[src/rtl/search_seq.sv]
// Sequencing controller for pattern search over a 1-cycle-latency BRAM read port.
// Define SEARCH_SEQ_MATCH_COUNT_EN to add the saturating match_count output.
module search_seq #(
  parameter int ADDR_W  = 8,
  parameter int DATA_W  = 8,
  parameter int MAX_PAT = 4
) (
  input  logic                      CLK100MHZ,
  input  logic                      reset,
  input  logic                      start,
  input  logic                      resume,
  input  logic [ADDR_W-1:0]         base_addr,
  input  logic [ADDR_W-1:0]         block_len,
  input  logic [2:0]                pat_len,
  input  logic [MAX_PAT*DATA_W-1:0] pattern,
  output logic                      mem_en,
  output logic [ADDR_W-1:0]         mem_addr,
  input  logic [DATA_W-1:0]         mem_dout,
  output logic                      busy,
  output logic                      done,
  output logic                      found,
`ifdef SEARCH_SEQ_MATCH_COUNT_EN
  output logic [ADDR_W-1:0]         match_count,
`endif
  output logic [ADDR_W-1:0]         match_addr
);

  localparam int JW = (MAX_PAT > 1) ? $clog2(MAX_PAT) : 1;

  typedef enum logic [1:0] {IDLE, ISSUE, CMP, FIN} state_t;

  state_t                      state;
  logic [ADDR_W-1:0]           cand;
  logic [ADDR_W-1:0]           last;
  logic [JW-1:0]               j;
  logic [2:0]                  plen;
  logic [MAX_PAT*DATA_W-1:0]   pat_r;
  logic [MAX_PAT*DATA_W-1:0]   pat_sh;
  logic                        j_last;
  logic                        bad_req;

  assign j_last  = (int'(j) + 1 == int'(plen));
  assign bad_req = (pat_len == 3'd0) || (int'(pat_len) > MAX_PAT) ||
                   (block_len < ADDR_W'(pat_len));

  // pat_sh holds the pattern shifted so byte j sits in the low DATA_W bits,
  // avoiding a variable part-select on the compare path.
  always_ff @(posedge CLK100MHZ or posedge reset) begin
    if (reset) begin
      state      <= IDLE;
      mem_en     <= 1'b0;
      mem_addr   <= '0;
      busy       <= 1'b0;
      done       <= 1'b0;
      found      <= 1'b0;
      match_addr <= '0;
      cand       <= '0;
      last       <= '0;
      j          <= '0;
      plen       <= '0;
      pat_r      <= '0;
      pat_sh     <= '0;
`ifdef SEARCH_SEQ_MATCH_COUNT_EN
      match_count <= '0;
`endif
    end else begin
      done <= 1'b0;
      case (state)
        IDLE: begin
          if (start) begin
            found      <= 1'b0;
            match_addr <= '0;
            pat_r      <= pattern;
            pat_sh     <= pattern;
            plen       <= pat_len;
            last       <= base_addr + block_len - ADDR_W'(pat_len);
            cand       <= base_addr;
            j          <= '0;
`ifdef SEARCH_SEQ_MATCH_COUNT_EN
            match_count <= '0;
`endif
            if (bad_req) begin
              state <= FIN;
            end else begin
              busy     <= 1'b1;
              mem_en   <= 1'b1;
              mem_addr <= base_addr;
              state    <= ISSUE;
            end
          end else if (resume && found) begin
            found      <= 1'b0;
            match_addr <= '0;
            cand       <= match_addr + 1'b1;
            j          <= '0;
            pat_sh     <= pat_r;
            busy       <= 1'b1;
            if (match_addr == last) begin
              state <= FIN;
            end else begin
              mem_en   <= 1'b1;
              mem_addr <= match_addr + 1'b1;
              state    <= ISSUE;
            end
          end
        end
        ISSUE: state <= CMP;
        CMP: begin
          if (mem_dout == pat_sh[DATA_W-1:0]) begin
            if (j_last) begin
              found      <= 1'b1;
              match_addr <= cand;
              mem_en     <= 1'b0;
              state      <= FIN;
`ifdef SEARCH_SEQ_MATCH_COUNT_EN
              if (match_count != '1) match_count <= match_count + 1'b1;
`endif
            end else begin
              j        <= j + 1'b1;
              pat_sh   <= pat_sh >> DATA_W;
              mem_addr <= cand + ADDR_W'(j) + 1'b1;
              state    <= ISSUE;
            end
          end else if (cand == last) begin
            mem_en <= 1'b0;
            state  <= FIN;
          end else begin
            cand     <= cand + 1'b1;
            j        <= '0;
            pat_sh   <= pat_r;
            mem_addr <= cand + 1'b1;
            state    <= ISSUE;
          end
        end
        FIN: begin
          done   <= 1'b1;
          busy   <= 1'b0;
          mem_en <= 1'b0;
          state  <= IDLE;
        end
        default: state <= IDLE;
      endcase
    end
  end

endmodule

[config.mk]
export PLATFORM = sky130hd
export DESIGN_NAME = search_seq
export DESIGN_NICKNAME = d
export VERILOG_FILES = /design/src/rtl/search_seq.sv
export SDC_FILE = /design/constraint.sdc
export NUM_CORES = 1
export LEC_CHECK = 0
export CORE_ASPECT_RATIO = 1.2
export CORE_UTILIZATION = 51
export CTS_CLUSTER_DIAMETER = 30
export DETAILED_ROUTE_END_ITERATION = 10
export GPL_ROUTABILITY_DRIVEN = 0
export PLACE_DENSITY = 0.76
export SETUP_SLACK_MARGIN = 0.02
export SYNTH_ARGS = -nofsm -noshare
export SYNTH_HDL_FRONTEND = slang
export SYNTH_SLANG_ARGS = --single-unit
[constraint.sdc]
create_clock -name CLK100MHZ -period 4.1 [get_ports CLK100MHZ]
set_input_delay 1.23 -clock CLK100MHZ [delete_from_list [all_inputs] [get_ports CLK100MHZ]]
set_output_delay 1.23 -clock CLK100MHZ [all_outputs]
set_load 0.01 [all_outputs]
## Yosys cells after proc, flatten, opt, wreduce, memory -nomap -nowiden

Index checks and enable logic that the tools add are counted.

| storage, ports and cells | value |
|---|---|
| bits in read-only memories | 0 |
| memories kept | 0 |
| bits of input ports | 63 |
| bits in latches | 0 |
| bits in registers | 107 |
| output and inout port bits | 20 |
| RAM bits | 0 |
| word-level logic and storage cells | 110 |

| cells by class | value |
|---|---|
| magnitude comparators | 2 |
| bitwise operators | 0 |
| div/mod/pow operators | 0 |
| add/subtract/negate cells | 8 |
| multiplexer cells | 54 |
| equal/unequal tests | 18 |
| reduce and logical (&&, ||, !) cells | 15 |
| shift operators | 0 |
| multipliers | 0 |

Operator list:

| kind | number |
|---|---|
| $mux W32 | 5 |
| $mux W8 | 14 |
| $pmux W32 S2 | 1 |
| $pmux W8 S2 | 3 |
| $add A8 B1 Y8 const B | 3 |
| $eq A8 B8 Y1 | 3 |
| $mux W2 | 12 |
| $ne A3 B3 Y1 const B | 7 |
| $mux W1 | 14 |
| $reduce_and A4 Y1 | 3 |
| $reduce_and A6 Y1 | 2 |
| $add A8 B2 Y8 | 1 |
| $add A8 B8 Y8 | 1 |
| $lt A8 B3 Y1 | 1 |
| $ne A2 B2 Y1 const B | 4 |
| $pmux W2 S4 | 1 |
| $sub A8 B3 Y8 | 1 |
| $eq A2 B2 Y1 const B | 2 |
| $pmux W1 S2 | 2 |
| $pmux W2 S2 | 1 |
| $reduce_bool A2 Y1 | 2 |
| $add A2 B1 Y3 const B | 1 |
| $eq A3 B3 Y1 | 1 |
| $gt A3 B3 Y1 const B | 1 |
| 10 further kinds | 11 |

## Depth between registers and ports, before layout

Gate-level depths: netlist of run 1.

| depth | value |
|---|---|
| depth in word-level cells | 6 |
| gate-level depth with buffers | 12 |
| mapped depth without buffers | 12 |

## Worst setup path before layout of run 1

OpenSTA, ideal clock, no wires.

| path | value |
|---|---|
| path type | input -> register |
| start | in base_addr[1] |
| end | reg last[7] |
| path buffers | 0 |
| required time | 3973 ps |
| path slack | 875 ps |
| stages | 10 |
| setup time | 127 ps |
| arrival time | 3098 ps |
| cells stage by stage | inv_1 fa_1 inv_1 ha_1 a21o_1 a21oi_1 o21ai_0 a31oi_1 mux2i_1 nand3_1 |

| between the ends | value |
|---|---|
| longest elaborated chain between the ends | 2 |

Ends and longest elaborated chain:

| element | line | source |
|---|---|---|
| start: declaration | 12 | `input logic [ADDR_W-1:0] base_addr,` |
| $add A8 B8 Y8 | 76 | `last <= base_addr + block_len - ADDR_W'(pat_len);` |
| $sub A8 B3 Y8 | 76 |  |
| end signal: assignment | 76 |  |
| end: declaration | 34 | `logic [ADDR_W-1:0] last;` |

Every way passes these cells.
A chain may end at the register's enable or synchronous reset.

## Final worst setup path of run 1

Same ends and word-level chain as after synthesis.

==> run_results.csv, run 1 <==
group,metric,value,unit
sta,hold_viol,0,
synth,ys_top_cells_by_count,"nand2_1, dfrtp_1, inv_1, o21ai_0, a21oi_1",
drt,drt_iter0_drc,374,
global_routing,grt_pass1_vias,5537,
sta,worstMarginPinSlew,736,ps
worst_setup_path,criticalPathCategory,"in2reg",
global_routing,met3_usage,3.59,%
placed_design,io_buffer_count,82,
clock_network,clock_latency,350,ps
finish,layout.nets,864,
sta,post-route-period-util,87.5,%
global_routing,grt_max_degree,55,
floorplan,die_area,12800,um^2
worst_setup_path,required,4330,ps
power_and_ir_drop,intPower,3.02,mW
global_routing,grt_util_met1,33.8,%
synth,yosysTopAreaCellShare,42.5,%
floorplan,io_pins,83,
floorplan,initial_core_util,52.3,%
synth,synth_fp_nets,794,
clock_network,cts_made_buffers,9,
synth,synthXorXnorAreaFrac,5.14,%
clock_network,cts_buffer_depth,2,
clock_network,cts-resized-gates,0,
synth,synth-edff-count,0,
power_and_ir_drop,power,4.98,mW
clock_network,post_cts_buffers,0,
worst_setup_path,crit_chain,"clkdlybuf4s50_1 > inv_1 > fa_1 > inv_1 > ha_1 > a21o_1 > a21oi_1 > o21ai_0 > a31oi_1 > mux2i_1 > nand3_1",
synth,synth_compound_area_share,17.2,%
global_routing,grt_pass1_wl,27.0,mm
synth,synthAdderAreaFrac,5.04,%
power_and_ir_drop,p_sw,1.97,mW
synth,netlist_top_cells_area,"dfrtp_1, nand2_1, ha_1",
drt,vias_per_cell,5.93,
power_and_ir_drop,cellLeakagePower,3.47,nW
clock_network,cts_hold_buf,0,
synth,netlist_area,6300,um^2
drt,routedWlPerCell,17.5,um
hold_path,min-delay-path-class,"reg2reg",
power_and_ir_drop,combPwrFrac,41.9,%
synth,ys_types,56,
finish,area_growth,20.3,%
global_routing,gr-max-usage-layer,"met2",
synth,ys_async_sr_fraction,100,%
finish,finalInstanceArea,7580,um^2
clock_network,htree_levels,3,
clock_network,tritoncts,"built",
sta,finalMaxSlewViolations,0,
global_routing,grt.met2_usage,47.4,%
floorplan,coreArea,12100,um^2
worst_setup_path,crit_buf_inv,3,
sta,max_freq,279,MHz
drt,vias,5598,
clock_network,path_clk_slew,70,ps
power_and_ir_drop,cellPowerDensity,658,nW/um^2
drt,drtPass1Iterations,7,
floorplan,die_h,124,um
global_routing,antenna_found_initial,0,
synth,ys.flop_type,"dfrtp_1",
finish,fillers,1006,
placed_design,placed_area,7250,um^2
worst_setup_path,cp_slowest_cell,"fa_1",
drt,route.detailed.drc,0,
worst_setup_path,cp_top_family,"adder cells",
power_and_ir_drop,peakVddDrop,0.284,mV
sta,post-route-min-period,3590,ps
synth,muxShareOfSynthArea,4.73,%
floorplan,placementRows,44,
synth,synth_top_family_by_area,"simple AND/OR/NAND/NOR gates",
worst_setup_path,path_max_fanout,2,
synth,yosys.area_share.simple,19.4,%
drt,wl,16.5,mm
finish,drive_gt1_share,7.79,%
worst_setup_path,worst_ep_arrival_time,3820,ps
synth,synth_cells,708,
worst_setup_path,critPathCaptureType,"flip-flop",
floorplan,fp.dieW,103,um
power_and_ir_drop,clock_power_share,19.2,%
worst_setup_path,critPathMaxStageDelay,600,ps
synth,synth_most_common_cell,"nand2_1",
drt,ant_nets,0,
synth,synth.largest_area_cell,"dfrtp_1",
power_and_ir_drop,p_sw_share,39.4,%
clock_network,cts.sinks,107,
synth,yosys_warnings,0,
synth,ys_ff_latch,107,
placed_design,dp_hpwl,11.8,mm
sta,slew_headroom,50.5,%
sta,fin_tns_setup,0,ps
job,drv_cap,0,
worst_setup_path,start_kind,"primary input",
worst_setup_path,crit_top_cell,"inv_1",
outcome,status,"complete, no violations",
global_routing,gr-total-overflow,0,
power_and_ir_drop,seq_power_share,38.9,%
synth,yosysSeqAreaShare,42.5,%
sta,skew,4.41,ps
sta,setup_viol,0,
finish,diodes,0,
global_routing,grtUsageTotal,27.9,%
sta,rsz0062_at_grt,"false",
clock_network,cts_root_buf,"clkbuf_16",
synth,postSynthAreaPerCell,8.90,um^2
[worst paths after layout]
kind / start / endpoint / slack (ps) / depth (start not counted)
worst max-delay path: base_addr[1] / last[7]$_DFFE_PP0P_ / 510 / 11
worst min-delay path: pat_r[11]$_DFFE_PP0P_ / pat_r[11]$_DFFE_PP0P_ / 480 / 2
worst max register to register: j[0]$_DFFE_PP0P_ / mem_addr[3]$_DFFE_PP0P_ / 1510 / 6
worst min register to register: pat_r[11]$_DFFE_PP0P_ / pat_r[11]$_DFFE_PP0P_ / 480 / 2
max in group asynchronous: reset / pat_sh[10]$_DFFE_PP0P_ / 2080 / 3
min in group asynchronous: reset / pat_r[24]$_DFFE_PP0P_ / 1300 / 2
[worst register-to-register path: cells and delay by family (launching register included)]
family | cells | cell delay (ps)
XOR/XNOR | 1 | 150
flip-flops | 1 | 440
multiplexers | 1 | 380
AO/OA/AOI/OAI | 1 | 250
adder cells (fa/ha/maj) | 1 | 350
AND/OR/NAND/NOR | 2 | 920
[registers in the layout (all words and copies together) (netlist names)]
register	flops
busy	1
pat_sh	32
match_addr	8
j	2
last	8
done	1
cand	8
plen	3
state	2
mem_addr	8
mem_en	1
found	1
pat_r	32
[logic make-up after synthesis]
logic type / count (synthesis)
multiplexers: 26
adder cells (fa/ha/maj): 23
XOR/XNOR: 37
AND/OR/NAND/NOR: 268
buffers and inverters: 80
AO/OA/AOI/OAI: 167
flip-flops: 107
[metrics by stage]
step	hold slack (ps)	utilization, %	setup slack (ps)	cells
2_1_floorplan	446	-	52.8	708
4_1_cts	479	62.8	530	944
3_5_place_dp	462	60.1	172	928
5_1_grt	492	62.8	373	944
6_report	479	62.8	513	944
3_3_place_gp	457	60.1	276	928
[layer usage]
metal,vias to the layer above,share of wire (%)
met5,-,0
met4,0,4.3
met3,46,5.6
met2,232,50
met1,2735,40
li1,2585,-
[final cells by class]
| type | count | area [um^2] | area share [%] |
|---|---|---|---|
| well taps | 161 | 201 | 2.66 |
| repair buffers | 101 | 976 | 12.9 |
| clock inverters | 4 | 72.6 | 0.958 |
| inverters | 38 | 145 | 1.92 |
| clock buffers | 12 | 256 | 3.39 |
| flip-flops and latches | 107 | 2680 | 35.3 |
| multi-input cells | 521 | 3250 | 42.9 |
[placed cells by master, fill, tap and decap left out, types with 6 or more instances in the layout]
| master | synthesis | final |
|---|---|---|
| nand2_1 | 170 | 170 |
| dfrtp_1 | 107 | 107 |
| clkdlybuf4s50_1 | 0 | 82 |
| inv_1 | 38 | 37 |
| o21ai_0 | 35 | 35 |
| a21oi_1 | 33 | 33 |
| a31oi_1 | 30 | 30 |
| a22oi_1 | 23 | 23 |
| xor2_1 | 21 | 21 |
| nor2_1 | 20 | 20 |
| nand3_1 | 20 | 20 |
| ha_1 | 19 | 19 |
| buf_4 | 1 | 18 |
| xnor2_1 | 16 | 16 |
| a22o_1 | 11 | 11 |
| mux2i_1 | 11 | 11 |
| and3_1 | 10 | 10 |
| mux2_2 | 10 | 10 |
| nor3_1 | 9 | 9 |
| clkbuf_16 | 0 | 9 |
| and2_1 | 7 | 7 |
| nand2b_1 | 6 | 6 |
| o31ai_1 | 6 | 6 |
[power by group through the flow]
| stage | clock (mW) | combinational [mW] | sequential [mW] |
|---|---|---|---|
| 2_1_floorplan | 0 | 1.59 | 1.80 |
| 3_3_place_gp | 0 | 1.99 | 1.93 |
| 3_5_place_dp | 0 | 2.07 | 1.95 |
| 4_1_cts | 0.965 | 2.08 | 1.93 |
| 5_1_grt | 1.01 | 2.33 | 1.99 |
| 6_report | 0.958 | 2.09 | 1.94 |
Note: power is estimated with default switching activity, not from simulation.
==> inputs of run 2 (changes only) <==
--- a/config.mk
+++ b/config.mk
@@ -6,11 +6,13 @@
 export NUM_CORES = 1
 export LEC_CHECK = 0
 export CORE_ASPECT_RATIO = 1.2
-export CORE_UTILIZATION = 51
+export CORE_MARGIN = 3
+export CORE_UTILIZATION = 52
+export CTS_BUF_LIST = sky130_fd_sc_hd__clkbuf_8
 export CTS_CLUSTER_DIAMETER = 30
 export DETAILED_ROUTE_END_ITERATION = 10
 export GPL_ROUTABILITY_DRIVEN = 0
-export PLACE_DENSITY = 0.76
+export PLACE_DENSITY = 0.77
 export SETUP_SLACK_MARGIN = 0.02
 export SYNTH_ARGS = -nofsm -noshare
 export SYNTH_HDL_FRONTEND = slang
==> run 2 against run 1 <==
- sequential power about the same
- sequential cell count unchanged
- critical path depth unchanged
- global-route usage decreased by 3.0 points
- clock skew increased by 8.2 ps
- combinational power about the same
- non-clock buffer count decreased by 3
- worst hold slack improved by 6.7 ps
- sequential share of layout area increased by 0.74 points
- worst setup slack improved by 36 ps
- routed wire length about the same
- power decreased by 6.1%
==> run_results.csv, run 2 (same netlist as run 1, synthesis figures left out) <==
group,metric,value,unit
sta,slew_headroom,51.3,%
floorplan,placementRows,43,
sta,fin_tns_setup,0,ps
finish,layout_commonest_cell,"nand2_1",
finish,drive_gt1_share,7.44,%
worst_setup_path,criticalPathCategory,"in2reg",
floorplan,io_pins,83,
drt,vias,5490,
finish,final_util,63.6,%
sta,finalMaxSlewViolations,0,
sta,hold_viol,0,
finish,area_growth,17.8,%
clock_network,cts.sinks,107,
clock_network,cts-resized-gates,0,
worst_setup_path,path_max_fanout,2,
drt,routedWlPerCell,17.6,um
clock_network,clock_latency,380,ps
floorplan,initial_core_util,54.0,%
worst_setup_path,required,4360,ps
drt,vias_per_cell,5.86,
sta,skew,12.7,ps
drt,drt_iter0_drc,420,
hold_path,min-delay-path-class,"reg2reg",
drt,ant_nets,0,
outcome,status,"complete, no violations",
global_routing,grtUsageTotal,24.9,%
clock_network,post_cts_buffers,0,
sta,post-route-min-period,3550,ps
sta,max_freq,282,MHz
hold_path,holdPathStages,2,
clock_network,cts_root_buf,"clkbuf_8",
global_routing,gr-total-overflow,0,
power_and_ir_drop,cellLeakagePower,3.40,nW
worst_setup_path,worst_ep_arrival_time,3810,ps
floorplan,die_h,127,um
worst_setup_path,start_kind,"primary input",
sta,worstMarginPinSlew,731,ps
clock_network,tritoncts,"built",
power_and_ir_drop,power,4.68,mW
global_routing,grt_max_degree,59,
floorplan,fp.dieW,106,um
clock_network,htree_levels,3,
floorplan,die_area,13500,um^2
global_routing,grt_pass1_wl,27.0,mm
drt,drtPass1Iterations,5,
worst_setup_path,worst-r2r-cell-count,6,
sta,post-route-period-util,86.6,%
global_routing,antenna_found_initial,0,
sta,setup_viol,0,
job,drv_cap,0,
clock_network,cts_buffer_depth,2,
drt,route.detailed.drc,0,
finish,diodes,0,
drt,wl,16.5,mm
finish,layout_common_cells,"nand2_1, dfrtp_1, clkdlybuf4s50_1",
clock_network,path_clk_slew,110,ps
finish,layout.nets,861,
sta,rsz0062_at_grt,"false",
placed_design,io_buffer_count,82,
power_and_ir_drop,cellPowerDensity,630,nW/um^2
clock_network,cts_hold_buf,0,
worst_setup_path,critPathCaptureType,"flip-flop",
clock_network,cts_made_buffers,9,
placed_design,dp_hpwl,11.7,mm
global_routing,grt_pass1_vias,5564,
power_and_ir_drop,peakVddDrop,0.363,mV
floorplan,coreArea,11700,um^2
finish,reg.largest.list,"pat_r x32, pat_sh x32",
## run 2: changes by cell type in the layout (fill, tap and decap cells not counted), moves of 2 or more
cell,change
clkbuf_8,+7
buf_4,-3
clkinv_4,+2
clkbuf_16,-9
## run 2: power breakdown
part	internal, mW	switching, mW
clock	0.288	0.376
combinational	0.918	1.16
sequential	1.52	0.416
## run 2: path summary, 6_finish.rpt
kind	startpoint	endpoint	slack, ps
worst max-delay path	base_addr[1]	last[7]$_DFFE_PP0P_	550
worst min-delay path	pat_r[15]$_DFFE_PP0P_	pat_r[15]$_DFFE_PP0P_	490
worst max register to register	pat_sh[2]$_DFFE_PP0P_	pat_sh[24]$_DFFE_PP0P_	1610
worst min register to register	pat_r[15]$_DFFE_PP0P_	pat_r[15]$_DFFE_PP0P_	490
max in group asynchronous	reset	pat_sh[9]$_DFFE_PP0P_	2020
min in group asynchronous	reset	pat_r[24]$_DFFE_PP0P_	1320
## run 2: worst max-delay path, stage by stage
cell and delay [ps]:
clkdlybuf4s50_1 490, inv_1 70, fa_1 590, inv_1 70, ha_1 290, a21o_1 180, a21oi_1 230, o21ai_0 140
a31oi_1 230, mux2i_1 220, nand3_1 80
## run 2: final cells by class
cell class | instances | area [um^2]
fillers | 1007 | 4250
flip-flops and latches | 107 | 2680
well taps | 157 | 196
inverters | 38 | 145
repair buffers | 98 | 953
clock buffers | 9 | 124
clock inverters | 7 | 76.3
multi-input cells | 521 | 3250
## run 2: per-stage QoR
| stage | cells | setup slack (ps) | hold slack [ps] | instance area [um^2] |
|---|---|---|---|---|
| 2_1_floorplan | 708 | 52.8 | 446 | 6300 |
| 3_3_place_gp | 921 | 260 | 457 | 7220 |
| 3_5_place_dp | 921 | 195 | 462 | 7220 |
| 4_1_cts | 937 | 572 | 488 | 7420 |
| 5_1_grt | 937 | 393 | 512 | 7420 |
| 6_report | 937 | 549 | 486 | 7420 |
## run 2: metal layers
metal	wire length [um]	vias up	global-route usage [%]
li1	-	2572	-
met1	6620	2663	31.1
met2	8340	210	42.4
met3	873	45	2.85
met4	671	0	12.9
met5	0	-	0
